$ cat src/rtl/fpga_serial_tx.sv
// Serial transmitter for the FPGA-to-FPGA link.
// Sends a DATA_W-bit word (plus optional even parity) one bit per four-phase
// txValid/ack handshake. Every handshake wait is bounded by a timeout, and the
// frame is restarted up to MAX_RETRY times before error is pulsed.
module fpga_serial_tx #(
  parameter int unsigned DATA_W    = 8,
  parameter int unsigned PARITY_EN = 0,
  parameter int unsigned LSB_FIRST = 1,
  parameter int unsigned TIMEOUT   = 255,
  parameter int unsigned MAX_RETRY = 3
) (
  input  logic              clk,
  input  logic              resetN,
  input  logic              start,
  input  logic [DATA_W-1:0] data,
  input  logic              ack,
  output logic              busy,
  output logic              txData,
  output logic              txValid,
  output logic              txLast,
  output logic              done,
  output logic              error
);

  localparam int unsigned FRAME_W = DATA_W + PARITY_EN;
  localparam int unsigned CNT_W   = $clog2(FRAME_W);
  localparam int unsigned TIM_W   = $clog2(TIMEOUT);
  localparam int unsigned RTY_W   = (MAX_RETRY > 0) ? $clog2(MAX_RETRY + 1) : 1;

  localparam logic [CNT_W-1:0] LAST_BIT = CNT_W'(FRAME_W - 1);
  localparam logic [TIM_W-1:0] TIM_LAST = TIM_W'(TIMEOUT - 1);
  localparam logic [RTY_W-1:0] RTY_MAX  = RTY_W'(MAX_RETRY);

  typedef enum logic [2:0] {
    IDLE,
    REQ,
    REL,
    DONE,
    RETRY,
    FAIL
  } stateT;

  stateT              state;
  logic [DATA_W-1:0]  hold;
  logic [FRAME_W-1:0] shreg;
  logic [CNT_W-1:0]   bitCnt;
  logic [TIM_W-1:0]   timer;
  logic [RTY_W-1:0]   retryCnt;
  logic               ackMeta;
  logic               ackS;
  logic [FRAME_W-1:0] loadFrame;
  logic [FRAME_W-1:0] retryFrame;

  // Bit 0 of the frame is always the next bit on the wire; parity sits at the top.
  function automatic logic [FRAME_W-1:0] buildFrame(input logic [DATA_W-1:0] d);
    logic [FRAME_W-1:0] f;
    f = '0;
    f[DATA_W-1:0] = (LSB_FIRST != 0) ? d : {<<{d}};
    if (PARITY_EN != 0) f[FRAME_W-1] = ^d;
    return f;
  endfunction

  // Frame images for a fresh accept and for a retry restart.
  always_comb begin
    loadFrame  = buildFrame(data);
    retryFrame = buildFrame(hold);
  end

  // Control FSM, datapath, ack synchroniser and registered outputs.
  always_ff @(posedge clk or negedge resetN) begin
    if (!resetN) begin
      state    <= IDLE;
      hold     <= '0;
      shreg    <= '0;
      bitCnt   <= '0;
      timer    <= '0;
      retryCnt <= '0;
      ackMeta  <= 1'b0;
      ackS     <= 1'b0;
      busy     <= 1'b0;
      txData   <= 1'b0;
      txValid  <= 1'b0;
      txLast   <= 1'b0;
      done     <= 1'b0;
      error    <= 1'b0;
    end else begin
      ackMeta <= ack;
      ackS    <= ackMeta;
      case (state)
        IDLE: begin
          if (start) begin
            hold     <= data;
            shreg    <= loadFrame;
            bitCnt   <= '0;
            retryCnt <= '0;
            timer    <= '0;
            busy     <= 1'b1;
            txValid  <= 1'b1;
            txData   <= loadFrame[0];
            txLast   <= 1'b0;
            state    <= REQ;
          end
        end
        REQ: begin
          if (ackS) begin
            txValid <= 1'b0;
            txLast  <= 1'b0;
            timer   <= '0;
            state   <= REL;
          end else if (timer == TIM_LAST) begin
            txValid <= 1'b0;
            txLast  <= 1'b0;
            timer   <= '0;
            if (retryCnt < RTY_MAX) begin
              retryCnt <= retryCnt + 1'b1;
              shreg    <= retryFrame;
              bitCnt   <= '0;
              state    <= RETRY;
            end else begin
              error <= 1'b1;
              state <= FAIL;
            end
          end else begin
            timer <= timer + 1'b1;
          end
        end
        REL: begin
          if (!ackS) begin
            timer <= '0;
            if (bitCnt == LAST_BIT) begin
              done  <= 1'b1;
              state <= DONE;
            end else begin
              shreg   <= shreg >> 1;
              bitCnt  <= bitCnt + 1'b1;
              txData  <= shreg[1];
              txLast  <= (bitCnt + 1'b1 == LAST_BIT);
              txValid <= 1'b1;
              state   <= REQ;
            end
          end else if (timer == TIM_LAST) begin
            timer <= '0;
            if (retryCnt < RTY_MAX) begin
              retryCnt <= retryCnt + 1'b1;
              shreg    <= retryFrame;
              bitCnt   <= '0;
              state    <= RETRY;
            end else begin
              error <= 1'b1;
              state <= FAIL;
            end
          end else begin
            timer <= timer + 1'b1;
          end
        end
        RETRY: begin
          if (!ackS) begin
            timer   <= '0;
            txValid <= 1'b1;
            txData  <= shreg[0];
            txLast  <= 1'b0;
            state   <= REQ;
          end else if (timer == TIM_LAST) begin
            timer <= '0;
            error <= 1'b1;
            state <= FAIL;
          end else begin
            timer <= timer + 1'b1;
          end
        end
        DONE: begin
          done  <= 1'b0;
          busy  <= 1'b0;
          state <= IDLE;
        end
        FAIL: begin
          error <= 1'b0;
          busy  <= 1'b0;
          state <= IDLE;
        end
        default: state <= IDLE;
      endcase
    end
  end

endmodule
$ cat config.mk
export PLATFORM = sky130hd
export DESIGN_NAME = fpga_serial_tx
export DESIGN_NICKNAME = d
export VERILOG_FILES = /design/src/rtl/fpga_serial_tx.sv
export SDC_FILE = /design/constraint.sdc
export NUM_CORES = 1
export LEC_CHECK = 0
export BUFFER_PORTS_ARGS = -buffer_cell sky130_fd_sc_hd__buf_4
export CORE_MARGIN = 2
export CORE_UTILIZATION = 63
export DETAILED_ROUTE_END_ITERATION = 16
export PLACE_DENSITY = 0.86
export SYNTH_ARGS = -nofsm -noshare
export SYNTH_HDL_FRONTEND = slang
export SYNTH_SLANG_ARGS = --single-unit
$ cat constraint.sdc
create_clock -name clk -period 3.2 [get_ports clk]
set_clock_uncertainty 0.15 [all_clocks]
set_input_delay 0.32 -clock clk [delete_from_list [all_inputs] [get_ports clk]]
set_output_delay 0.32 -clock clk [all_outputs]
set_load 0.01 [all_outputs]
==> results.md, run 1 <==
- Clock tree synthesis inserted a total of 5 buffers.
- The die is 64.5 um tall.
- The met3 track demand over resource in global routing is around 4.7%.
- By area the synthesized netlist is led by dfrtp_1 (43%), mux2_2 (6.4%), nor2_1 (4.1%).
- The synthesized design devotes to its leading area cell type 43.4% of total area.
- The dominant synthesized flop cell is dfrtp_1.
- Global routing consumed, over all layers together, 25.9% of the routing resources.
- The design draws 0.00203 W.
- The library cell used most frequently in the layout, excluding fill and tap cells, is dfrtp_1.
- The number of port buffers is 17.
- The arrival time of the worst setup path is roughly 2.5 ns.
- After detailed routing, the number of vias per cell comes to 6.00.
- The final hold violation count came to 0.
- The total wire length after detailed routing is 4650 um.
- The via count of the first global-routing pass is approximately 1700.
- The biggest area contributor in the post-synthesis netlist is dfrtp_1.
- The ratio of final minimum period to clock period is 74.3%.
- Global routing finished with a remaining overflow of 0.
- The clock reaches the later pin of the worst-skew pair after 0.36 ns.
- The critical path class is reg2reg.
- The area growth from synthesis to final layout is 10.5%.
- The post-CTS setup buffer count is 0.
- Leaving out fill and tap cells, the most frequent cells in the layout are dfrtp_1 (40), nor2_1 (25), nand2_1 (18), buf_4 (18).
- Synthesis inferred 40 register bits.
- The worst setup path is captured at a flip-flop.
- Across all hold checks on the routed design, the worst slack comes to around 0.031 ns.
- The maximum buffer depth of the clock tree is 2.
- The tightest min-delay check is of the in2reg type.
- The synthesized netlist contains 55 unique library cells.
- The starting DRC count in detailed routing is 141.
- The worst IR drop on VDD is 0.547 mV.
- After detailed routing, the number of remaining DRC violations is 0.
- The I/O pin count is 18.
- The number of hold buffers added after CTS was 2.
- The number of antenna violations at the first check in global routing is 0.
- In this run the most used layer during global routing was met1.
- The proportion of register bits with asynchronous set or reset after synthesis is 100%.
- Entering global routing, the biggest net connects 41 pins.
- The layout cell share with drive strength beyond 1 is 19.8%.
- The cell area after synthesis is roughly 2300 um2.
- The first-pass GRT wire length is 8240 um.
- The fraction of met1 tracks used by global routing is 38.7%.
- The total number of vias is 1823.
- At the pin with the least slew margin, the transition time is 0.771 ns.
- Headroom to the max-slew limit came out at 48.6%.
- The count of flip-flops with a built-in enable after synthesis is 0.
- The clock drives 40 sinks.
- After detailed routing, the average wire length per cell comes to 15.3 um.
- Once placement finished, the instance area stood at ~2400 um2.
- After clock tree synthesis, the clock-pin slew on the worst setup and hold paths is 0.12 ns.
- Synthesis produced a netlist with a net count of ~260.
- The tree is rooted in a clkbuf_4.
- Setup violations remaining at the end of the flow were counted as 0.
- The final sum of negative setup slack is 0 ns.
- The sort of element at the start of the critical path is a flip-flop.
- The number of pins with negative max-slew slack in the final report was 0.
- For this run, the number of Yosys warnings is 0.
- The required time of the critical path is 3.30 ns.
- The floorplan core area is 3420 um2.
- The run finished with clean final reports.
- The minimum clock period after layout is between 2 and 2.5 ns.
- In this run, post-CTS repair resized a total of 0 instances.
- With fillers left out, the area of the finished cells amounts to roughly 2500 um2.
- The met2 track utilization from global routing is 38.2%.
- Routability-driven placement finished with a final weighted congestion of 0.881.
- The placed cell count is 294.
- The average instance area after synthesis is 9.60 um2.
- The number of antenna diodes in the final layout is 0.
- Synthesis produced a netlist whose cell count is 240.
- The count of nets left with antenna violations once routing finished came out at 0.
- The leakage power is 1.09 nW.
- Along the worst path, the maximum fanout reaches 23.
- The share of synthesized area occupied by flip-flops and latches is 43.4%.
- The first TritonRoute pass finished after 4 iterations.
- Setup repair after global routing left no endpoint under its margin.
- Detailed placement ended at an HPWL of 3170 um.
- The power per standard cell area is 798 nW/um2.
- The die is 64.5 um wide.
- The tool flagged a number of max-cap violations equal to 0.
- The number of H-tree levels is 2.
- The die covers 4160 um2.
- The net total in the final layout is 275.
- Once layout is complete, the cells apart from fillers number ~300.
- The number of fill cells in the layout is 263.
- The standard-cell row count is 21.
- The initial utilization of the core area, before any placement, comes to 67.5%.
- TritonCTS built the clock tree.
- For this run, the top clock speed supported by timing is 0.421 GHz.
worst max-delay path, cell delays in order, from the launching register on:
cell	delay [ns]
dfrtp_1	0.82
nor2b_1	0.17
o21ai_0	0.12
a21oi_1	0.12
a2111oi_2	0.49
mux2_2	0.40
Yosys cell counts (all sizes together), types with 2 or more instances:
cell,instances
ha,6
nor3,17
clkbuf,3
a21o,5
or2,2
nand2b,3
dfrtp,40
inv,12
nor2,25
a221oi,7
a21oi,18
or3,2
buf,7
o21ai,18
mux2,15
nor2b,4
xnor2,3
a211oi,2
nand3,5
o21bai,2
nand2,18
nor4bb,2
o22ai,2
sequential cells by signal, summed over array words and instances (netlist names), 2 cells and up:
signal and count:
shreg 8, state 3, timer 8, retryCnt 2, hold 8, bitCnt 3
layer usage:
layer	part of all wire, %	vias up
met1	46	863
met3	5.4	7
met5	0	-
met4	1.3	0
li1	-	904
met2	47	49
kinds of logic (layout without fill, tap and decap cells):
group | Yosys count | after routing | share of synthesized area (%)
mux | 16 | 16 | 7.93
fa+ha+maj | 6 | 6 | 3.26
xor+xnor | 3 | 3 | 1.14
simple gates | 86 | 86 | 20.7
compound gates | 67 | 67 | 19.4
flops | 40 | 40 | 43.4
buf+inv | 22 | 40 | 4.18
area by class of cell:
type                       count  area, um2  share of cell area (%)
sequential                    40       1000                    39.3
clock buffer                   5       37.5                    1.47
clock inverter                 3       42.5                    1.67
multi-input combinational    178       1210                    47.4
inverter                      12       45.0                    1.77
tap                           46       57.6                    2.26
timing repair buffer          20        155                    6.09
power breakdown:
part	total [W]	internal, W	switching, W	leakage [nW]
Sequential	0.000836	0.000658	0.000178	0.507
Combinational	0.000860	0.000380	0.000480	0.545
Clock	0.000336	0.000163	0.000173	0.0412
Total	0.00203	0.00120	0.000831	1.09
worst paths after layout:
| path | startpoint | to | slack, ns | cells past startpoint |
|---|---|---|---|---|
| setup / recovery | state[2] | txData | 0.82 | 5 |
| hold / removal | data[7] | hold[7] | 0.03 | 3 |
| setup reg to reg | state[2] | txData | 0.82 | 5 |
| hold reg to reg | ackMeta | ackS | 0.21 | 0 |
| max in group asynchronous | resetN | state[1] | 2.24 | 2 |
| min in group asynchronous | resetN | shreg[2] | 0.31 | 2 |
per-stage QoR:
stage               setup slack, ns  util, %
global route                  0.653     74.5
finish                        0.823     74.5
CTS                           0.839     74.5
detailed placement            0.887     71.6
floorplan                      1.13        -
global placement              0.965     71.6
No activity file was read; power rests on OpenSTA's default activity.
==> inputs of run 2 (changes only) <==
--- a/config.mk
+++ b/config.mk
@@ -7,9 +7,9 @@
 export LEC_CHECK = 0
 export BUFFER_PORTS_ARGS = -buffer_cell sky130_fd_sc_hd__buf_4
 export CORE_MARGIN = 2
-export CORE_UTILIZATION = 63
+export CORE_UTILIZATION = 54
 export DETAILED_ROUTE_END_ITERATION = 16
-export PLACE_DENSITY = 0.86
+export PLACE_DENSITY = 0.79
 export SYNTH_ARGS = -nofsm -noshare
 export SYNTH_HDL_FRONTEND = slang
 export SYNTH_SLANG_ARGS = --single-unit
==> constraint.sdc (replaced) <==
create_clock -name clk -period 2.15 [get_ports clk]
set_clock_uncertainty 0.15 [all_clocks]
set_input_delay 0.215 -clock clk [delete_from_list [all_inputs] [get_ports clk]]
set_output_delay 0.215 -clock clk [all_outputs]
set_load 0.01 [all_outputs]
==> run 2 against run 1 <==
Hold slack got worse by 0.012 ns; sequential cell count unchanged; setup slack got worse by 0.73 ns; global-route usage decreased by 3.9 points; first-iteration DRC count decreased by 9.2%; wire length increased by 5.9%; power increased by 59%; die area increased by 16%; critical path type unchanged; largest power group unchanged.
==> results.md, run 2 (synthesized netlist as in run 1, its figures left out) <==
- Outcome: complete, no violations (unchanged).
- The average wire per cell in the routed design is 15.1 um (was 15.3 um).
- The buffer type at the clock tree root is clkbuf_8 (was clkbuf_4).
- The number of antenna violations at the first check in global routing is 0 (unchanged).
- The y dimension of the die is 69.3 um (was 64.5 um).
- The power per standard cell area is 1180 nW/um2 (was 798 nW/um2).
- The clock latency reported for the late side of the worst-skew pair came to 0.29 ns (was 0.36 ns).
- The highest fanout seen on the critical path is 5 (was 23).
- The final antenna-violating net count is 0 (unchanged).
- The layout cell share with drive strength beyond 1 was 27.9% (was 19.8%).
- The number of diodes came to 0 (unchanged).
- The clock tree from TritonCTS is yes (unchanged).
- The residual DRC count is 0 (unchanged).
- The peak clock frequency supported by timing is 0.486 GHz (was 0.421 GHz).
- The total wire length after detailed routing was 4930 um (was 4650 um).
- The final sum of negative setup slack came to 0 ns (unchanged).
- The floorplan core area is 4060 um2 (was 3420 um2).
- The via count of the first global-routing pass is 1898 (was 1710).
- The number of pins with negative max-slew slack in the final report is 0 (unchanged).
- The post-CTS clock slew at the launch and capture registers of the worst setup and hold paths is 0.07 ns (was 0.12 ns).
- The most common cell after layout, fill and taps aside is dfrtp_1 (unchanged).
- The final hold violation count is 0 (unchanged).
- Registers with the most flip-flops: hold: 8 flops, shreg: 8 flops, timer: 8 flops (unchanged).
- Unrepaired setup endpoints after global routing: false (unchanged).
- The starting DRC count in detailed routing came to 128 (was 141).
- The maximum number of pins on one net before global-route repair is 41 (unchanged).
- The global-route usage over all layers is 21.9% (was 25.9%).
- The met3 track demand over resource in global routing is 4.07% (was 4.69%).
- The post-detailed-placement half-perimeter wirelength is 3490 um (was 3170 um).
- The total of endpoints with negative setup slack in the final report is 0 (unchanged).
- The total number of vias was 1905 (was 1823).
- The total die area is 4810 um2 (was 4160 um2).
- The standard-cell row count was 23 (was 21).
- The first-pass GRT wire length is 8550 um (was 8240 um).
- The worst min-delay path category is in2reg (unchanged).
- The die width is 69.3 um (was 64.5 um).
- The normalized max-slew margin is 53.7% (was 48.6%).
- The final instance area is 2740 um2 (was 2550 um2).
- The I/O pin count is 18 (unchanged).
- The total overflow reported by the global router is 0 (unchanged).
- The placed standard-cell area is 2590 um2 (was 2450 um2).
- The number of port buffers was 17 (unchanged).
- The area growth from synthesis to final layout was 18.8% (was 10.5%).
- The number of fill cells in the layout is 326 (was 263).
- The per-cell via count in the routed design is 5.84 (was 6.00).
- The leakage power is 1.20 nW (was 1.09 nW).
- The met2 track utilization from global routing is 35.4% (was 38.2%).
- The worst IR drop on VDD is 0.639 mV (was 0.547 mV).
- The most used routing layer was met2 (was met1).
- The minimum clock period after layout is 2.06 ns (was 2.38 ns).
- The fraction of met1 tracks used by global routing is 29.6% (was 38.7%).
- The actual slew at the worst max-slew pin came to 0.693 ns (was 0.771 ns).
- The TritonCTS sink count is 40 (unchanged).
- The net total in the final layout is 294 (was 275).
- The number of CTS-inserted buffers was 5 (unchanged).
- The first-pass iteration count of the detailed router came to 4 (unchanged).
- The required time of the critical path is 2.20 ns (was 3.30 ns).
- The ratio of final minimum period to clock period is 95.6% (was 74.3%).
- The maximum buffer depth of the clock tree is 2 (unchanged).
- The critical path class was reg2reg (unchanged).
- The arrival time of the worst setup path is 2.11 ns (was 2.48 ns).
- The sort of element at the start of the critical path is a flip-flop (unchanged).
- The initial cell density of the core was 56.8% (was 67.5%).
- The capturing element type of the critical path is a flip-flop (unchanged).
- The number of H-tree levels was 2 (unchanged).
- Commonest cells after routing, fill and taps aside: dfrtp_1 (38), buf_4 (36), nor2_1 (25) (was dfrtp_1 (40), nor2_1 (25), nand2_1 (18), buf_4 (18)).
- The placed cell count is 316 (was 294).
- The placer congestion estimate came to 0.862 (was 0.881).
- The worst-case hold slack was 0.0182 ns (was 0.0306 ns).
- The max-capacitance violation count is 0 (unchanged).
- The count of placed standard cells in the final layout, fillers left out is 326 (was 304).
[run 2: cell count changes in the layout (fill, tap and decap cells not counted), moves of 3 or more]
cell,delta
a221oi_1,-3
clkbuf_8,+5
clkbuf_4,-5
buf_4,+18
a221oi_2,+3
[run 2: cell type report]
cell class	instances	area [um2]	share of cell area (%)
multi-input cells	178	1250	45.6
well taps	50	62.6	2.28
repair buffers	39	302	11.0
clock buffers	6	72.6	2.65
flip-flops and latches	40	1000	36.6
inverters	12	45.0	1.64
clock inverters	1	5.00	0.183
[run 2: worst max-delay path, cell delays in order (launching register included)]
cell and delay, ns:
dfrtp_1 0.37, inv_1 0.06, ha_2 0.18, nand4_4 0.11, buf_6 0.15, or3_4 0.36
or4_4 0.48, o211ai_1 0.11
[run 2: repair_timing]
item / in CTS / in global routing
endpoints found under the setup margin: 0 / 14
hold buffers: 2 / 0
resized for setup: 0 / 12
endpoints found under the hold margin: 41 / 0
buffers inserted: 0 / 1
[run 2: metrics by stage]
step	power, W	util, %	worst slack [ns]
floorplan	0.00221	-	0.0763
global placement	0.00264	63.7	0.0868
detailed placement	0.00268	63.7	0.0299
CTS	0.00316	66.1	0.0245
global route	0.00348	67.5	0.00231
finish	0.00323	67.5	0.0938
[run 2: worst paths after layout]
check	startpoint	endpoint	slack (ns)	cells after the start
worst max-delay path	timer[0]	shreg[7]	0.09	7
worst min-delay path	data[6]	hold[6]	0.02	2
worst max register to register	timer[0]	shreg[7]	0.09	7
worst min register to register	ackMeta	ackS	0.20	0
max in group asynchronous	resetN	state[1]	1.20	2
min in group asynchronous	resetN	done	0.29	2
[run 2: layer usage]
| layer | share of wire [%] | routed length, um |
|---|---|---|
| met1 | 47 | 2300 |
| met2 | 48 | 2390 |
| met3 | 3.4 | 167 |
| met4 | 1.6 | 77 |
| met5 | 0 | 0 |
[run 2: power by group]
part	switching [W]	internal, W	leakage, nW
Combinational	0.000869	0.000721	0.652
Sequential	0.000198	0.000986	0.504
Clock	0.000237	0.000220	0.0410
==> inputs of run 3 (changes only) <==
--- a/config.mk
+++ b/config.mk
@@ -6,7 +6,6 @@
 export NUM_CORES = 1
 export LEC_CHECK = 0
 export BUFFER_PORTS_ARGS = -buffer_cell sky130_fd_sc_hd__buf_4
-export CORE_MARGIN = 2
 export CORE_UTILIZATION = 54
 export DETAILED_ROUTE_END_ITERATION = 16
 export PLACE_DENSITY = 0.79
==> run 3 against run 2 <==
Register-to-register slack worse by 0.04 ns; power is 1.1% higher; via count is 2.9% higher; clock power is 15% higher; utilization is 1.0 points higher; critical path depth stayed put; non-clock buffer count stayed put; largest cell class unchanged; wire length is 3.5% higher; global-route usage is 2.6 points higher; cell count is 0.31% higher; critical endpoint unchanged; combinational power hardly changed.
==> results.md, run 3 (synthesized netlist as in run 1, its figures left out) <==
- The count of cells along the worst register-to-register path came to 7 (unchanged).
- The critical path class was reg2reg (unchanged).
- The placer congestion estimate is 0.856 (was 0.862).
- The starting DRC count in detailed routing is 161 (was 128).
- The net total in the final layout came to 294 (unchanged).
- The final worst-path setup slack is 0.0567 ns (was 0.0938 ns).
- The number of pins with negative max-slew slack in the final report came to 0 (unchanged).
- The die width came to 67.3 um (was 69.3 um).
- The area growth from synthesis to final layout was 20.6% (was 18.8%).
- The first-pass iteration count of the detailed router was 4 (unchanged).
- The maximum number of pins on one net before global-route repair is 41 (unchanged).
- The arrival time of the worst setup path is 2.16 ns (was 2.11 ns).
- The power per standard cell area is 1170 nW/um2 (was 1180 nW/um2).
- The first-pass GRT wire length is 8200 um (was 8550 um).
- The post-CTS clock slew at the launch and capture registers of the worst setup and hold paths is 0.08 ns (was 0.07 ns).
- The highest fanout seen on the critical path is 5 (unchanged).
- The count of placed standard cells in the final layout, fillers left out came to 327 (was 326).
- The clock latency reported for the late side of the worst-skew pair came to 0.29 ns (about the same).
- The minimum clock period after layout came to 2.09 ns (was 2.06 ns).
- The residual DRC count was 0 (unchanged).
- The worst-case setup slack after placement was 0.0380 ns (was 0.0299 ns).
- The total die area is 4530 um2 (was 4810 um2).
- Unrepaired setup endpoints after global routing: true (was false).
- The final antenna-violating net count is 0 (unchanged).
- The number of antenna violations at the first check in global routing was 0 (unchanged).
- The number of diodes is 0 (unchanged).
- The hold-critical path depth is 2 (unchanged).
- The y dimension of the die is 67.3 um (was 69.3 um).
- The worst min-delay path category was in2reg (unchanged).
- The via count of the first global-routing pass came to 1773 (was 1898).
- The total of endpoints with negative setup slack in the final report is 0 (unchanged).
- The number of port buffers is 17 (unchanged).
- The total wire length after detailed routing is 5100 um (was 4930 um).
- The ratio of final minimum period to clock period was 97.4% (was 95.6%).
- The launch point of the worst hold path is data[3] (was data[6]).
- The final instance area was 2780 um2 (was 2740 um2).
- The capturing element type of the critical path is a flip-flop (unchanged).
- The final hold violation count is 0 (unchanged).
- The standard-cell row count is 23 (unchanged).
- The leakage power is 1.20 nW (about the same).
- The floorplan core area came to 4060 um2 (unchanged).
- The actual slew at the worst max-slew pin was 0.497 ns (was 0.693 ns).
- The hold-critical path endpoint is hold[3] (was hold[6]).
- The global-route usage over all layers is 24.5% (was 21.9%).
- The worst-case hold slack is 0.0109 ns (was 0.0182 ns).
- The most common cell after layout, fill and taps aside is dfrtp_1 (unchanged).
- The number of CTS-inserted buffers was 5 (unchanged).
- The number of H-tree levels was 2 (unchanged).
- The clock tree from TritonCTS is yes (unchanged).
- The I/O pin count is 18 (unchanged).
- The startpoint of the lowest-slack register-to-register path is timer[0] (unchanged).
- The reg-to-reg setup timing slack is 0.06 ns (was 0.09 ns).
- The total number of vias was 1960 (was 1905).
- The number of fill cells in the layout was 319 (was 326).
- The required time of the critical path is 2.22 ns (was 2.20 ns).
- The sort of element at the start of the critical path is a flip-flop (unchanged).
- The normalized max-slew margin is 66.8% (was 53.7%).
- The TritonCTS sink count is 40 (unchanged).
- The placed cell count is 314 (was 316).
- The placed standard-cell area was 2570 um2 (was 2590 um2).
- The post-detailed-placement half-perimeter wirelength is 3440 um (was 3490 um).
- The buffer type at the clock tree root is clkbuf_8 (unchanged).
- The startpoint of the worst setup timing path is timer[0] (unchanged).
- The terminus of the critical flop-to-flop path is shreg[7] (unchanged).
- Commonest cells after routing, fill and taps aside: dfrtp_1 (39), buf_4 (33), nor2_1 (25) (was dfrtp_1 (38), buf_4 (36), nor2_1 (25)).
- Outcome: complete, no violations (unchanged).
- The maximum buffer depth of the clock tree is 2 (unchanged).
- The total overflow reported by the global router is 0 (unchanged).
- The per-cell via count in the routed design is 5.99 (was 5.84).
- The initial cell density of the core is 56.8% (unchanged).
- The average wire per cell in the routed design is 15.6 um (was 15.1 um).
- The layout cell share with drive strength beyond 1 was 27.4% (was 27.9%).
- The peak clock frequency supported by timing is 0.478 GHz (was 0.486 GHz).
- Registers with the most flip-flops: hold: 8 flops, shreg: 8 flops, timer: 8 flops (unchanged).
- The max-capacitance violation count was 0 (unchanged).
- The worst IR drop on VDD is 0.781 mV (was 0.639 mV).
==> run 3: final cells by class <==
type | count | area (um2) | area share [%]
multi-input combinational | 178 | 1250 | 45.1
sequential | 40 | 1000 | 36.0
timing repair buffer | 39 | 319 | 11.5
clock buffer | 6 | 82.6 | 2.97
tap | 50 | 62.6 | 2.25
inverter | 12 | 45.0 | 1.62
clock inverter | 2 | 15.0 | 0.540
==> run 3: timing repair <==
item | 4_1_cts | 5_1_grt
setup endpoints to repair | 0 | 17
hold endpoints to repair | 41 | 2
hold buffers | 2 | 2
setup buffers | 0 | 1
resized for setup | 0 | 12
==> run 3: critical path: stages (launching register included) <==
cell and delay [ns]:
dfrtp_1 0.38, inv_1 0.06, ha_2 0.18, nand4_4 0.11
buf_6 0.15, or3_4 0.39, or4_1 0.49, o211ai_1 0.10
==> run 3: layer usage <==
layer | share of wire, % | global-route usage (%) | vias up | wire length, um
met3 | 4.1 | 5.07 | 8 | 211
li1 | - | - | 945 | -
met1 | 45 | 32.7 | 953 | 2320
met4 | 1.6 | 8.51 | 0 | 80
met2 | 49 | 39.4 | 54 | 2490
met5 | 0 | 0 | - | 0
==> run 3: how the worst max path moves through the flow <==
stage / endpoint / slack [ns] / cells after the start
after floorplan: shreg[6] / 0.08 / 7
after global placement: shreg[7] / 0.08 / 7
after detailed placement: shreg[7] / 0.04 / 7
after CTS: shreg[7] / 0.04 / 7
after global routing: shreg[5] / -0.01 / 7
final: shreg[7] / 0.06 / 7
==> run 3: metrics by stage <==
stage / total power, W / utilization [%] / setup TNS (ns)
2_1_floorplan: 0.00221 / - / 0
3_3_place_gp: 0.00261 / 63.4 / 0
4_1_cts: 0.00319 / 66.3 / 0
3_5_place_dp: 0.00264 / 63.4 / 0
5_1_grt: 0.00350 / 68.5 / -0.0277
6_report: 0.00327 / 68.5 / 0
==> run 3: power breakdown <==
group	internal [W]	total [W]	switching [W]	leakage, nW
registers	0.000986	0.00118	0.000193	0.505
clock network	0.000260	0.000527	0.000267	0.0434
logic	0.000705	0.00156	0.000855	0.648
total	0.00195	0.00327	0.00132	1.20
